<file path="src/rtl/imem_loader.sv">
// Boot loader: packs a byte stream into little-endian words, writes instruction memory,
// then releases the core from reset. Define IMEM_LOADER_CHECKSUM_EN for a trailing XOR check byte.
module imem_loader #(
  parameter int unsigned ADDR_BITS = 6
) (
  input  logic                 clk,
  input  logic                 rst_n,
  input  logic                 rx_valid,
  output logic                 rx_ready,
  input  logic [7:0]           rx_data,
  output logic                 imem_we,
  output logic [ADDR_BITS-1:0] imem_addr,
  output logic [31:0]          imem_wdata,
  output logic                 core_rst_n,
  output logic                 busy,
  output logic                 done,
  output logic                 err
);

  localparam int unsigned DEPTH = 1 << ADDR_BITS;
  localparam int unsigned CW    = ADDR_BITS + 1;

`ifdef IMEM_LOADER_CHECKSUM_EN
  typedef enum logic [2:0] {HDR, LOAD, CHK, DONE, ERR} state_t;
  localparam state_t AFTER_LOAD = CHK;
`else
  typedef enum logic [2:0] {HDR, LOAD, DONE, ERR} state_t;
  localparam state_t AFTER_LOAD = DONE;
`endif

  state_t                 state, state_d;
  logic [1:0]             byte_idx, byte_idx_d;
  logic [CW-1:0]          word_cnt, word_cnt_d;
  logic [7:0]             n_words, n_words_d;
  logic [23:0]            word_buf, word_buf_d;
  logic [7:0]             csum, csum_d;
  logic                   we_d, ready_d, busy_d, done_d, core_rst_n_d, err_d;
  logic [ADDR_BITS-1:0]   addr_d;
  logic [31:0]            wdata_d;
  logic                   fire;

  // State and registered outputs
  always_ff @(posedge clk or negedge rst_n) begin
    if (!rst_n) begin
      state      <= HDR;
      byte_idx   <= 2'd0;
      word_cnt   <= '0;
      n_words    <= 8'd0;
      word_buf   <= 24'd0;
      csum       <= 8'd0;
      imem_we    <= 1'b0;
      imem_addr  <= '0;
      imem_wdata <= 32'd0;
      rx_ready   <= 1'b1;
      busy       <= 1'b1;
      done       <= 1'b0;
      core_rst_n <= 1'b0;
      err        <= 1'b0;
    end else begin
      state      <= state_d;
      byte_idx   <= byte_idx_d;
      word_cnt   <= word_cnt_d;
      n_words    <= n_words_d;
      word_buf   <= word_buf_d;
      csum       <= csum_d;
      imem_we    <= we_d;
      imem_addr  <= addr_d;
      imem_wdata <= wdata_d;
      rx_ready   <= ready_d;
      busy       <= busy_d;
      done       <= done_d;
      core_rst_n <= core_rst_n_d;
      err        <= err_d;
    end
  end

  assign fire = rx_valid && rx_ready;

  // Next state and output values
  always_comb begin
    state_d    = state;
    byte_idx_d = byte_idx;
    word_cnt_d = word_cnt;
    n_words_d  = n_words;
    word_buf_d = word_buf;
    csum_d     = csum;
    we_d       = 1'b0;
    addr_d     = imem_addr;
    wdata_d    = imem_wdata;

    case (state)
      HDR: begin
        if (fire) begin
          n_words_d  = rx_data;
          byte_idx_d = 2'd0;
          word_cnt_d = '0;
          csum_d     = 8'd0;
          if (32'(rx_data) > 32'(DEPTH)) state_d = ERR;
          else if (rx_data == 8'd0)      state_d = AFTER_LOAD;
          else                           state_d = LOAD;
        end
      end
      LOAD: begin
        if (fire) begin
          csum_d     = csum ^ rx_data;
          byte_idx_d = byte_idx + 2'd1;
          case (byte_idx)
            2'd0:    word_buf_d[7:0]   = rx_data;
            2'd1:    word_buf_d[15:8]  = rx_data;
            2'd2:    word_buf_d[23:16] = rx_data;
            default: begin
              wdata_d    = {rx_data, word_buf};
              addr_d     = word_cnt[ADDR_BITS-1:0];
              we_d       = 1'b1;
              word_cnt_d = word_cnt + CW'(1);
              if (32'(word_cnt) + 32'd1 == 32'(n_words)) state_d = AFTER_LOAD;
            end
          endcase
        end
      end
`ifdef IMEM_LOADER_CHECKSUM_EN
      CHK: begin
        if (fire) state_d = (rx_data == csum) ? DONE : ERR;
      end
`endif
      DONE:    state_d = DONE;
      ERR:     state_d = ERR;
      default: state_d = ERR;
    endcase

    // done/core release lag the DONE transition by one cycle so the last write lands first
    ready_d      = (state_d != DONE) && (state_d != ERR);
    err_d        = (state_d == ERR);
    busy_d       = (state_d != ERR) && (state != DONE);
    done_d       = (state == DONE);
    core_rst_n_d = (state == DONE);
  end

endmodule

</file>
<file path="config.mk">
export PLATFORM = sky130hd
export DESIGN_NAME = imem_loader
export DESIGN_NICKNAME = d
export VERILOG_FILES = /design/src/rtl/imem_loader.sv
export SDC_FILE = /design/constraint.sdc
export NUM_CORES = 1
export LEC_CHECK = 0
export ABC_AREA = 0
export CAP_MARGIN = 30
export CORE_AREA = 2 2 86 88
export CTS_BUF_LIST = sky130_fd_sc_hd__clkbuf_4 sky130_fd_sc_hd__clkbuf_8 sky130_fd_sc_hd__clkbuf_16
export DETAILED_ROUTE_END_ITERATION = 6
export DIE_AREA = 0 0 88 90
export DONT_BUFFER_PORTS = 1
export PLACE_DENSITY = 0.73
export SYNTH_ARGS = -nofsm -noshare
export SYNTH_HDL_FRONTEND = slang
export SYNTH_SLANG_ARGS = --single-unit
</file>
<file path="constraint.sdc">
create_clock -name clk -period 1.95 [get_ports clk]
set_input_delay 0.39 -clock clk [delete_from_list [all_inputs] [get_ports clk]]
set_output_delay 0.39 -clock clk [all_outputs]
set_load 0.02 [all_outputs]
</file>
Word-level counts from Yosys, hierarchy flattened
Index checks and enable logic that the tools add are counted. Widths: inputs -> output; s select.

Register bits: 87. Input port bits: 11. Output and inout port bits: 44.

Add/subtract/negate cells: 3. Magnitude comparators: 1. Eq/ne operators: 12. Mux-type cells: 17. Bitwise operators: 1. Reductions and logical operators: 15.

Operators with widths (count): $mux 7 (3); $reduce_and 3->1 (5); $pmux 7 s2 (1); $mux 3 (4); $ne 3x2->1 const B (3); $pmux 3 s3 (1); $add 7x1->8 const B (1); $eq 8x8->1 (1); $gt 8x7->1 const B (1); $logic_not 8->1 (1); $mux 2 (4); $add 7x1->7 const B (1); $eq 3x2->1 const B (2); $ne 2x2->1 const B (3); $pmux 2 s2 (1); $reduce_and 4->1 (1); $eq 3x1->1 const B (1); $logic_and 1x1->1 (3); $logic_not 3->1 (1); $mux 1 (3); $reduce_or 3->1 (1); $add 2x1->2 const B (1); $eq 2x1->1 const B (1); $eq 2x2->1 const B (1); 4 further kinds (4).

Depth between registers and ports, before layout
Word-level depth: 8. Gate-level depth with buffers: 8. Mapped depth without buffers: 7.

Worst setup path before layout
No wires, ideal clock.

Path kind: flip-flop to flip-flop. Start point: register byte_idx[0]. End point: register imem_wdata[10]. Arrival time: 1795 ps. Data required time: 1825 ps. Setup slack: 30 ps. Stages on the path, launching flop included: 7. Clock period less this slack: 1920 ps. Path through: dfrtp_1 -> ha_1 -> clkbuf_1 -> nand3_1 -> inv_2 -> buf_2 -> mux2_2.

Word-level cells in the longest chain between the ends: 4. Elaborated cells on any way between the ends: 6. Classes of those cells: eq/ne: 2; bitwise: 1; reduce/logical: 3.

RTL lines: start, declared (RTL line 32) `logic [1:0] byte_idx, byte_idx_d;`; start signal, assigned (RTL line 61) `byte_idx <= byte_idx_d;`; $eq 2x2->1, or another cell as far along (RTL line 107) `case (byte_idx)`; $reduce_or 3->1 (no line) *; $not 1->1 (no line) *; $reduce_and 3->1 (no line) *; end signal, assigned (RTL line 68) `imem_wdata <= wdata_d;`; end, declared (RTL line 13) `output logic [31:0] imem_wdata,`.

Mark *: on every way between the ends. The rest lies on a longest branch, timed or not. A chain may end at the register's enable or synchronous reset.

Worst setup path in the final report
Start point: register word_cnt[1]. End point: register err.

Word-level cells in the longest chain between the ends: 7.

RTL lines: start, declared (RTL line 33) `logic [CW-1:0] word_cnt, word_cnt_d;`; start signal, assigned (RTL line 62) `word_cnt <= word_cnt_d;`; $add 7x1->8 (RTL line 116) `if (32'(word_cnt) + 32'd1 == 32'(n_words)) state_d = AFTER_LOAD;`; $eq 8x8->1 (RTL line 116); $mux 3 (RTL line 116); $mux 3 (RTL line 107); $mux 3 (RTL line 104) `if (fire) begin`; $pmux 3 s3 (RTL line 91) `case (state)`; $eq 3x2->1 (RTL line 133) `err_d = (state_d == ERR);`; net err_d (RTL line 37) `logic we_d, ready_d, busy_d, done_d, core_rst_n_d, err_d;`; end signal, assigned (RTL line 73) `err <= err_d;`; end, declared (RTL line 17) `output logic err`.

The timed path passes the listed nets, and every way through them passes these cells.

==> results.cfg <==
[status]
status = complete, but fails checks
violations = hold timing, setup timing

[logic_synthesis]
yosys_warnings = 0
ys_ff_latch = 87
yosys-top-cells-count = dfrtp_1, mux2_2, nand2_1
syn_area_um2 = 3740
dominantRegCellSynth = dfrtp_1
syn_inst = 282
ys_seq_area_share_pct = 58.3
yosysMostFrequentCell = dfrtp_1
yosysUniqueCellTypes = 46
synth_fp_nets = 298
synth_edf_count = 0
ys_top_cells_by_area = dfrtp_1, mux2_2, o21ai_0
synth.avg_cell_area_um2 = 13.3
async_flop_share_pct = 100
synth_top_area_cell = dfrtp_1
synth_top_area_share_pct = 56.9

[die]
core_area_um2 = 7020
dieArea_um2 = 7920
dieWidth_um = 88
top_level_ports = 55
fp-row-count = 31
initial_utilization_pct = 53.3
fp.dieH_um = 90

[clock_tree]
clk_latency_ns = 0.36
cts_max_level = 3
clk_path_buf_depth = 2
clkSlewWorstSetupHoldPaths_ns = 0.09
cts_buffers = 9
clock_sinks = 87
root_buffer = clkbuf_8
cts_tree = built

[setup_path]
r2r-end = err
crit_path_end_kind = flip-flop
crit_fanout = 4
path_class = reg -> reg
cp.arrival_ns = 2.24
rr_startpoint = word_cnt[1]
cp-startpoint = word_cnt[1]
reg2reg_depth = 8
ff2ff_setup_slack_ns = -0.05
required_ns = 2.19
crit_path_start_kind = flip-flop

[pwr]
powerDensity_nw_per_um2 = 721
p_leak_nw = 2.09
finalPower_mw = 3.08
max-vdd-ir-drop_mv = 0.559

[routing]
routed_via_density = 5.66
met3_length_um = 429
detail_route.wl_per_cell_um = 18.6
wl_met2_mm = 3.51
drt_wl_total_mm = 7.56
ant_nets = 0
dr.first_iter.drc_count = 190
dr.pass1.iters = 4
post-route-drc-count = 0
vias = 2303
m1WireLength_mm = 3.48
highest_layer = met4

[global_routing]
grt.total_usage_pct = 20.3
grt_first_pass_wirelength_mm = 12.1
grt_max_degree = 88
grt_pass1_vias = 2342
antenna_found_initial = 0
grt.overflow.total = 0

[sta]
setup_viol = 3
hold_viol = 87
setup_slack_ns = -0.0483
skew_ns = 0.00951
setup_tns_ns = -0.0868
max_freq_mhz = 500
drv_slew = 0
whs_ns = -0.287
period_needed_ns = 2.00
fin_crit_sh_pct = 102
rsz0062_at_grt = yes

[final_layout]
stdcell_area_um2 = 4280
finalNonFillerCells = 407
antenna_cells = 0
nNetsFinal = 319
final_layout_size_suffix_gt1_share_pct = 41.9
syn_to_final_growth_pct = 14.3

[placed_design]
place_area_um2 = 3950
portBuffers = 0
post-place-cells = 389
dp_hpwl_mm = 4.98
gp_congestion = 0.871

[run]
maxCapViolCount = 0

[min_path]
hp-class = in -> async
critical path, stage by stage (launching register included):
cell,delay [ns]
dfrtp_2,0.45
buf_6,0.12
nand4_1,0.16
or2_2,0.37
a21oi_2,0.20
o2111ai_2,0.16
buf_4,0.17
nor3b_2,0.18
o31ai_2,0.09
cell type report:
| cell class | count | area (µm²) |
|---|---|---|
| Fill cell | 541 | 2740 |
| Sequential cell | 87 | 2180 |
| Multi-Input combinational cell | 176 | 1580 |
| Timing Repair Buffer | 22 | 169 |
| Clock buffer | 10 | 131 |
| Tap cell | 99 | 124 |
| Clock inverter | 6 | 68.8 |
| Inverter | 7 | 26.3 |
metrics by stage:
step	hold slack, ns	utilization, %	setup WS, ns
after global placement	0.0961	56.3	-0.0318
final	-0.287	60.9	-0.0483
after floorplan	0.0944	-	0.0302
after CTS	-0.301	59.7	-0.0561
after detailed placement	0.0962	56.3	-0.125
after global routing	-0.304	60.9	-0.151
what timing repair did:
item | CTS | global route
gates cloned | 0 | 0
endpoints found under the hold margin | 87 | 87
pin swaps | 9 | 8
resized for setup | 6 | 15
setup endpoints to repair | 2 | 28
buffers inserted | 1 | 1
routing by layer:
metal | up-vias | track usage [%]
met5 | - | 0
met4 | 0 | 7.82
met3 | 13 | 5.79
met2 | 63 | 29.6
met1 | 1171 | 28.8
li1 | 1056 | -
placed cells by master (no fill, tap or decap), types with 3 or more instances in the layout:
cell / n
clkbuf_8: 9
ha_1: 4
buf_4: 21
nand2_1: 19
nand3_2: 3
nand3_1: 6
inv_1: 6
o31ai_1: 3
nor2_1: 7
o21ai_0: 14
mux2_2: 67
xnor2_1: 4
dfrtp_1: 84
cell families after synthesis:
group	synth area share [%]
AOI/OAI and AO/OA	6.89
xor gates and xnor gates	1.40
adders and majority gates	1.67
buffers and inverters	2.37
DFF	58.3
muxes	20.7
other	0.100
and+or+nand+nor	8.56
state kept, by name (all words and copies together), names as in the netlist, 2 cells and up:
name	count
imem_wdata	32
imem_addr	6
word_cnt	7
byte_idx	2
word_buf	24
n_words	8
state	3
power by group:
group / total (mW) / internal, mW / switching (mW) / leakage (nW)
Combinational: 0.00546 / 0.00290 / 0.00256 / 0.818
Clock: 1.27 / 0.616 / 0.658 / 0.101
Sequential: 1.80 / 1.80 / 0.00143 / 1.17
Total: 3.08 / 2.42 / 0.662 / 2.09
worst max-delay path by stage:
| stage | to | slack, ns | cells after the start |
|---|---|---|---|
| final | err | -0.05 | 8 |
| after global routing | err | -0.15 | 8 |
| after floorplan | imem_wdata[10] | 0.03 | 6 |
| after detailed placement | err | -0.13 | 8 |
| after global placement | err | -0.03 | 8 |
| after CTS | err | -0.06 | 7 |
No activity file was read; power rests on OpenSTA's default activity.
